$ cat src/rtl/mux_2_1.sv
// -----------------------------------------------------------------------------
// mux_2_1
//   Two-channel select cell. The combinational output s passes i1 when sel=1
//   and i0 otherwise, with no dependence on clk or rst. Alongside it, a small
//   amount of clocked bookkeeping tracks the select line:
//     - s_q     : s registered one cycle late
//     - sel_chg : one-cycle pulse when sampled sel differs from the previous
//                 sampled sel
//     - sw_cnt  : saturating count of sampled sel changes since reset
//
// Ports
//   clk      in   1       system clock, rising edge
//   rst      in   1       synchronous reset, active-high
//   i0       in   WIDTH   channel 0 data
//   i1       in   WIDTH   channel 1 data
//   sel      in   1       channel select: 0 -> i0, 1 -> i1
//   s        out  WIDTH   combinational mux output
//   s_q      out  WIDTH   registered mux output
//   sel_chg  out  1       one-cycle select-change pulse
//   sw_cnt   out  CNT_W   saturating count of select changes
// -----------------------------------------------------------------------------
module mux_2_1 #(
    parameter int WIDTH = 1,
    parameter int CNT_W = 8
) (
    input  logic             clk,
    input  logic             rst,
    input  logic [WIDTH-1:0] i0,
    input  logic [WIDTH-1:0] i1,
    input  logic             sel,
    output logic [WIDTH-1:0] s,
    output logic [WIDTH-1:0] s_q,
    output logic             sel_chg,
    output logic [CNT_W-1:0] sw_cnt
);

    localparam logic [CNT_W-1:0] CNT_MAX = {CNT_W{1'b1}};

    logic [WIDTH-1:0] s_d;
    logic             sel_prev_d;
    logic             sel_prev_q;
    logic             sel_chg_d;
    logic             sel_chg_q;
    logic [CNT_W-1:0] sw_cnt_d;
    logic [CNT_W-1:0] sw_cnt_q;

    // Ternary keeps X propagation on an unknown select in simulation.
    assign s = sel ? i1 : i0;

    always_comb begin
        s_d        = s;
        sel_prev_d = sel;
        sel_chg_d  = (sel != sel_prev_q);
        sw_cnt_d   = sw_cnt_q;
        // Hold at all-ones instead of wrapping back to zero.
        if (sel_chg_d && (sw_cnt_q != CNT_MAX)) begin
            sw_cnt_d = sw_cnt_q + 1'b1;
        end
    end

    // Reset wins over a select change on the same edge, so that change is
    // neither pulsed nor counted.
    always_ff @(posedge clk) begin
        if (rst) begin
            s_q        <= '0;
            sel_prev_q <= 1'b0;
            sel_chg_q  <= 1'b0;
            sw_cnt_q   <= '0;
        end else begin
            s_q        <= s_d;
            sel_prev_q <= sel_prev_d;
            sel_chg_q  <= sel_chg_d;
            sw_cnt_q   <= sw_cnt_d;
        end
    end

    assign sel_chg = sel_chg_q;
    assign sw_cnt  = sw_cnt_q;

endmodule

$ cat config.mk
export PLATFORM = sky130hd
export DESIGN_NAME = mux_2_1
export DESIGN_NICKNAME = d
export VERILOG_FILES = /design/src/rtl/mux_2_1.sv
export SDC_FILE = /design/constraint.sdc
export NUM_CORES = 1
export LEC_CHECK = 0
export BUFFER_PORTS_ARGS = -buffer_cell sky130_fd_sc_hd__buf_2
export CAP_MARGIN = 25
export CELL_PAD_IN_SITES_DETAIL_PLACEMENT = 1
export CELL_PAD_IN_SITES_GLOBAL_PLACEMENT = 1
export CORE_UTILIZATION = 33
export CTS_CLUSTER_SIZE = 14
export DETAILED_ROUTE_END_ITERATION = 12
export PLACE_DENSITY = 0.77
export SLEW_MARGIN = 25
export SYNTH_ARGS = -nofsm -noshare
export SYNTH_HDL_FRONTEND = slang
export SYNTH_SLANG_ARGS = --single-unit
$ cat constraint.sdc
create_clock -name clk -period 1.6 [get_ports clk]
set_clock_uncertainty 0.05 [all_clocks]
set_input_delay 0.16 -clock clk [delete_from_list [all_inputs] [get_ports clk]]
set_output_delay 0.16 -clock clk [all_outputs]
set_load 0.1 [all_outputs]
==> flow_metrics.py, run 1 <==
metrics = {
    "synthesis": {
        "synthDistinctLibCells": 21,
        "synth_area_sq_um": 477,
        "synth-main-ff-cell": "dfxtp_1",
        "synth_area_leader_cell": "dfxtp_1",
        "async_flop_share": 0,
        "syn-num-nets": 59,
        "synthCells": 53,
        "ys_ff_latch": 11,
        "synth_edf_count": 0,
        "avgSynthCellArea_sq_um": 8.99,
        "synth_area_leaders": "dfxtp_1 46%, nor2_1 7.1%, nor3_1 5.2%, mux2i_1 4.2%, nor2b_1 3.9%",
        "synth-seq-area-share": 0.462,
        "synth_warnings": 0,
        "synth.top_cell.area_share": 0.462,
        "yosysMostFrequentCell": "dfxtp_1",
        "synthTopCellsByCount": "11 x dfxtp_1, 9 x nor2_1, 5 x nor3_1, 4 x nand2_1",
    },
    "worst_setup_path": {
        "cp-start-kind": "flip-flop",
        "arrival_ns": 1.50,
        "critPathRequiredTime_ns": 1.71,
        "end_kind": "flip-flop",
        "crit_type": "flip-flop to flip-flop",
        "reg2reg_slack_ns": 0.20,
        "path_max_fanout": 6,
    },
    "timing": {
        "fin_crit_sh": 0.872,
        "relSlewSlack": 0.678,
        "fin_crit_ns": 1.40,
        "setup_violations": 0,
        "worst_pin_slew_ns": 0.486,
        "rsz0062_at_grt": "no",
        "hold_ws_ns": 0.128,
        "max_freq_mhz": 717,
        "tns_ns": 0,
        "hold_violations": 0,
        "finalMaxSlewViolations": 0,
    },
    "power": {
        "p_total_uw": 646,
        "ir_worst_vdd_uv": 620,
        "p_per_area_nw_per_um2": 1000,
        "power_leakage_nw": 0.258,
    },
    "place": {
        "dp.cells": 82,
        "placed_cell_area_sq_um": 618,
        "gp_routability_congestion": 0.740,
        "port_buffers": 15,
        "hpwl_um": 804,
    },
    "drt": {
        "drt-total-wl_um": 1040,
        "drt_iter0_markers": 9,
        "vias_per_cell": 5.47,
        "antenna_left": 0,
        "first_pass_iters": 4,
        "wl_per_cell_um": 12.1,
        "vias": 470,
        "remaining_drc_errors": 0,
    },
    "layout": {
        "diodes": 0,
        "post-route-cell-area_sq_um": 644,
        "nets": 78,
        "area_growth_pct": 35.2,
        "drive_gt1_frac": 0.423,
        "stdcell_count": 86,
    },
    "grt": {
        "overflow": 0,
        "antenna_found_initial": 0,
        "grt_pass1_vias": 383,
        "grt_usage": 0.152,
        "grt_start_max_net_pins": 12,
        "grt_pass1_wl_um": 1550,
    },
    "cts": {
        "insertion_delay_ns": 0.27,
        "clkSlewWorstSetupHoldPaths_ns": 0.07,
        "cts_buffers": 3,
        "cts_hold_buffers": 0,
        "post_cts_resized": 0,
        "cts_tree": "yes",
        "ctsRootBufferMaster": "clkbuf_4",
        "cts_setup_buffers": 0,
        "cts_sinks": 11,
        "clockBufferDepth": 2,
        "cts_max_level": 1,
    },
    "status": {
        "status": "finished, final reports clean",
    },
    "floorplanning": {
        "die_w_um": 40.0,
        "core_sq_um": 1320,
        "start_util": 0.362,
        "rows": 13,
        "io_pins": 16,
        "dieArea_sq_um": 1600,
        "die_y_um": 40.0,
    },
    "job": {
        "drv_cap": 0,
    },
    "min_path": {
        "hold_path_class": "input pin to flip-flop",
    },
}
metal layers:
layer / GRT usage / vias to the layer above / share of wire
met1: 0.188 / 227 / 0.47
met3: 0.0667 / 2 / 0.070
met5: 0 / - / 0
li1: - / 224 / -
met4: 0.0776 / 0 / 0.0096
met2: 0.222 / 17 / 0.45
cell usage in the layout, fill, tap and decap left out, drive strengths merged:
cell type	instances
o31ai	1
a21oi	2
buf	15
nand4	1
nand3	3
nor2	10
nor3b	1
xnor2	1
a311oi	1
a211oi	1
nor2b	3
xor2	2
dfxtp	11
nand2	4
nor3	5
a31oi	1
o311a	1
mux2	1
mux2i	2
ha	1
clkbuf	4
registers in the layout, indices dropped and copies added, names as in the netlist:
register    cells
s_q             1
sel_chg         1
sel_prev_q      1
sw_cnt          8
stage by stage:
step / worst slack (ns) / util
floorplan: 0.0338 / -
global placement: 0.240 / 0.469
detailed placement: 0.202 / 0.469
CTS: 0.192 / 0.489
global route: 0.113 / 0.489
finish: 0.205 / 0.489
final timing paths:
check                           end                   start  depth (start not counted)
max          sw_cnt[1]$_SDFFE_PP0P_  sw_cnt[0]$_SDFFE_PP0P_                          5
min           sel_prev_q$_SDFF_PP0_                     sel                          2
max reg2reg  sw_cnt[1]$_SDFFE_PP0P_  sw_cnt[0]$_SDFFE_PP0P_                          5
min reg2reg  sw_cnt[4]$_SDFFE_PP0P_  sw_cnt[4]$_SDFFE_PP0P_                          2
kinds of logic (layout without fill, tap and decap cells):
logic type,count (synthesis),after routing,share of synthesized area
DFF,11,11,0.462
adders and majority gates,1,1,0.0262
AOI/OAI and AO/OA,7,7,0.116
buffers and inverters,1,19,0.00787
and+or+nand+nor,27,27,0.268
xor gates and xnor gates,3,3,0.0551
muxes,3,3,0.0656
report_power, final:
group	internal, mW	switching, mW	leakage [nW]
logic	0.0338	0.129	0.147
registers	0.280	0.0135	0.0960
clock network	0.0966	0.0932	0.0150
total	0.410	0.236	0.258
critical path, stage by stage, from the launching register on:
cell	delay, ns
dfxtp_4	0.37
ha_4	0.14
nand2_1	0.15
o31ai_4	0.30
mux2i_1	0.22
nor2_1	0.05
area by class of cell:
cell class	count	area [sq um]
clock buffer	4	26.3
fill	165	673
multi-input combinational	41	274
sequential	11	250
tap	15	18.8
timing repair buffer	15	75.1
Power figures use the tool's default switching activity.
==> run 2: changes to the inputs <==
Settings changed: CORE_MARGIN from default to 10, SLEW_MARGIN 25 to 40.
==> run 2 against run 1 <==
Clock-buffer cell count did not move. Flip-flop and latch count is the same. Register-to-register slack got worse by 0.02 ns. Clock power is essentially flat. Global-route usage decreased by 7.6 points. Sequential share of layout area unchanged. Wire length grew 14%. Non-clock buffer count unchanged. Worst hold slack got worse by 0.0043 ns. Critical endpoint unchanged. Largest cell class unchanged.
==> flow_metrics.py, run 2 (synthesis gave the netlist of run 1 again) <==
metrics = {
    "status": {
        "status": "finished, final reports clean",
    },
    "cts": {
        "clockBufferDepth": 2,
        "cts_setup_buffers": 0,
        "ctsRootBufferMaster": "clkbuf_4",
        "insertion_delay_ns": 0.27,
        "cts_hold_buffers": 0,
        "post_cts_resized": 0,
        "cts_max_level": 1,
        "clkSlewWorstSetupHoldPaths_ns": 0.07,
        "cts_sinks": 11,
        "cts_tree": "yes",
        "cts_buffers": 3,
    },
    "worst_setup_path": {
        "cpMaxStageDelayCell": "dfxtp_4",
        "end_kind": "flip-flop",
        "arrival_ns": 1.52,
        "cp-start-kind": "flip-flop",
        "crit_chain": "ha_4, nand2_1, o31ai_4, mux2i_1, nor2_1",
        "max_stage_delay_ns": 0.37,
        "path_max_fanout": 6,
        "cp_top_family": "flip-flops",
        "timing.critical_path.buf_inv": 0,
        "critPathRequiredTime_ns": 1.71,
        "crit_type": "flip-flop to flip-flop",
    },
    "timing": {
        "worst_pin_slew_ns": 0.490,
        "fin_crit_ns": 1.41,
        "hold_violations": 0,
        "setup_violations": 0,
        "fin_crit_sh": 0.882,
        "hold_ws_ns": 0.124,
        "rsz0062_at_grt": "no",
        "relSlewSlack": 0.676,
        "finalMaxSlewViolations": 0,
        "tns_ns": 0,
        "max_freq_mhz": 708,
    },
    "power": {
        "power_leakage_nw": 0.258,
        "p_per_area_nw_per_um2": 1000,
        "ir_worst_vdd_uv": 530,
    },
    "grt": {
        "antenna_found_initial": 0,
        "overflow": 0,
        "grt_start_max_net_pins": 12,
        "grt_pass1_vias": 490,
        "grt_pass1_wl_um": 2080,
        "grt_usage": 0.0759,
    },
    "floorplanning": {
        "die_y_um": 58.0,
        "dieArea_sq_um": 3360,
        "start_util": 0.357,
        "die_w_um": 58.0,
        "io_pins": 16,
        "rows": 13,
        "core_sq_um": 1330,
    },
    "layout": {
        "area_growth_pct": 35.2,
        "stdcell_count": 86,
        "nets": 78,
        "layout_commonest_cell": "buf_2",
        "largest_reg_flops": 8,
        "layout_common_cells": "15 x buf_2, 9 x nor2_1, 8 x dfxtp_4",
        "diodes": 0,
        "utilization": 0.483,
        "drive_gt1_frac": 0.423,
    },
    "drt": {
        "remaining_drc_errors": 0,
        "vias": 450,
        "first_pass_iters": 2,
        "vias_per_cell": 5.23,
        "drt-total-wl_um": 1190,
        "drt_iter0_markers": 7,
        "antenna_left": 0,
        "wl_per_cell_um": 13.8,
    },
    "place": {
        "port_buffers": 15,
        "hpwl_um": 954,
        "gp_routability_congestion": 0.712,
        "dp.cells": 82,
    },
    "job": {
        "drv_cap": 0,
    },
    "min_path": {
        "hold_path_class": "input pin to flip-flop",
    },
}
-- run 2: cell counts in the layout (fill, tap and decap cells not counted) --
Identical to the previous run, type by type.
-- run 2: cell type report --
class	count	area, sq um
Timing Repair Buffer	15	75.1
Sequential cell	11	250
Tap cell	15	18.8
Multi-Input combinational cell	41	274
Clock buffer	4	26.3
Fill cell	168	689
-- run 2: worst paths after layout --
path / from / endpoint / slack, ns / cells past startpoint
setup / recovery: sw_cnt[0]$_SDFFE_PP0P_ / sw_cnt[1]$_SDFFE_PP0P_ / 0.19 / 5
hold / removal: sel / sel_prev_q$_SDFF_PP0_ / 0.12 / 2
setup reg to reg: sw_cnt[0]$_SDFFE_PP0P_ / sw_cnt[1]$_SDFFE_PP0P_ / 0.19 / 5
hold reg to reg: sw_cnt[1]$_SDFFE_PP0P_ / sw_cnt[1]$_SDFFE_PP0P_ / 0.49 / 2
-- run 2: metrics by stage --
| step | worst slack (ns) | total power [mW] | instance area (sq um) |
|---|---|---|---|
| 3_3_place_gp | 0.236 | 0.465 | 618 |
| 4_1_cts | 0.181 | 0.655 | 644 |
| 5_1_grt | 0.0692 | 0.682 | 644 |
| 3_5_place_dp | 0.197 | 0.466 | 618 |
| 6_report | 0.188 | 0.647 | 644 |
| 2_1_floorplan | 0.0338 | 0.438 | 528 |
-- run 2: where the power goes --
part	switching, mW	total (mW)	internal, mW
Clock	0.0926	0.189	0.0965
Combinational	0.131	0.165	0.0339
Sequential	0.0131	0.293	0.279
Total	0.237	0.647	0.410
-- run 2: routing by layer --
layer | up-vias | GRT usage | part of all wire
li1 | 226 | - | -
met1 | 209 | 0.0757 | 0.45
met2 | 13 | 0.133 | 0.45
met3 | 2 | 0.0414 | 0.091
met4 | 0 | 0.0201 | 0.0084
met5 | - | 0 | 0
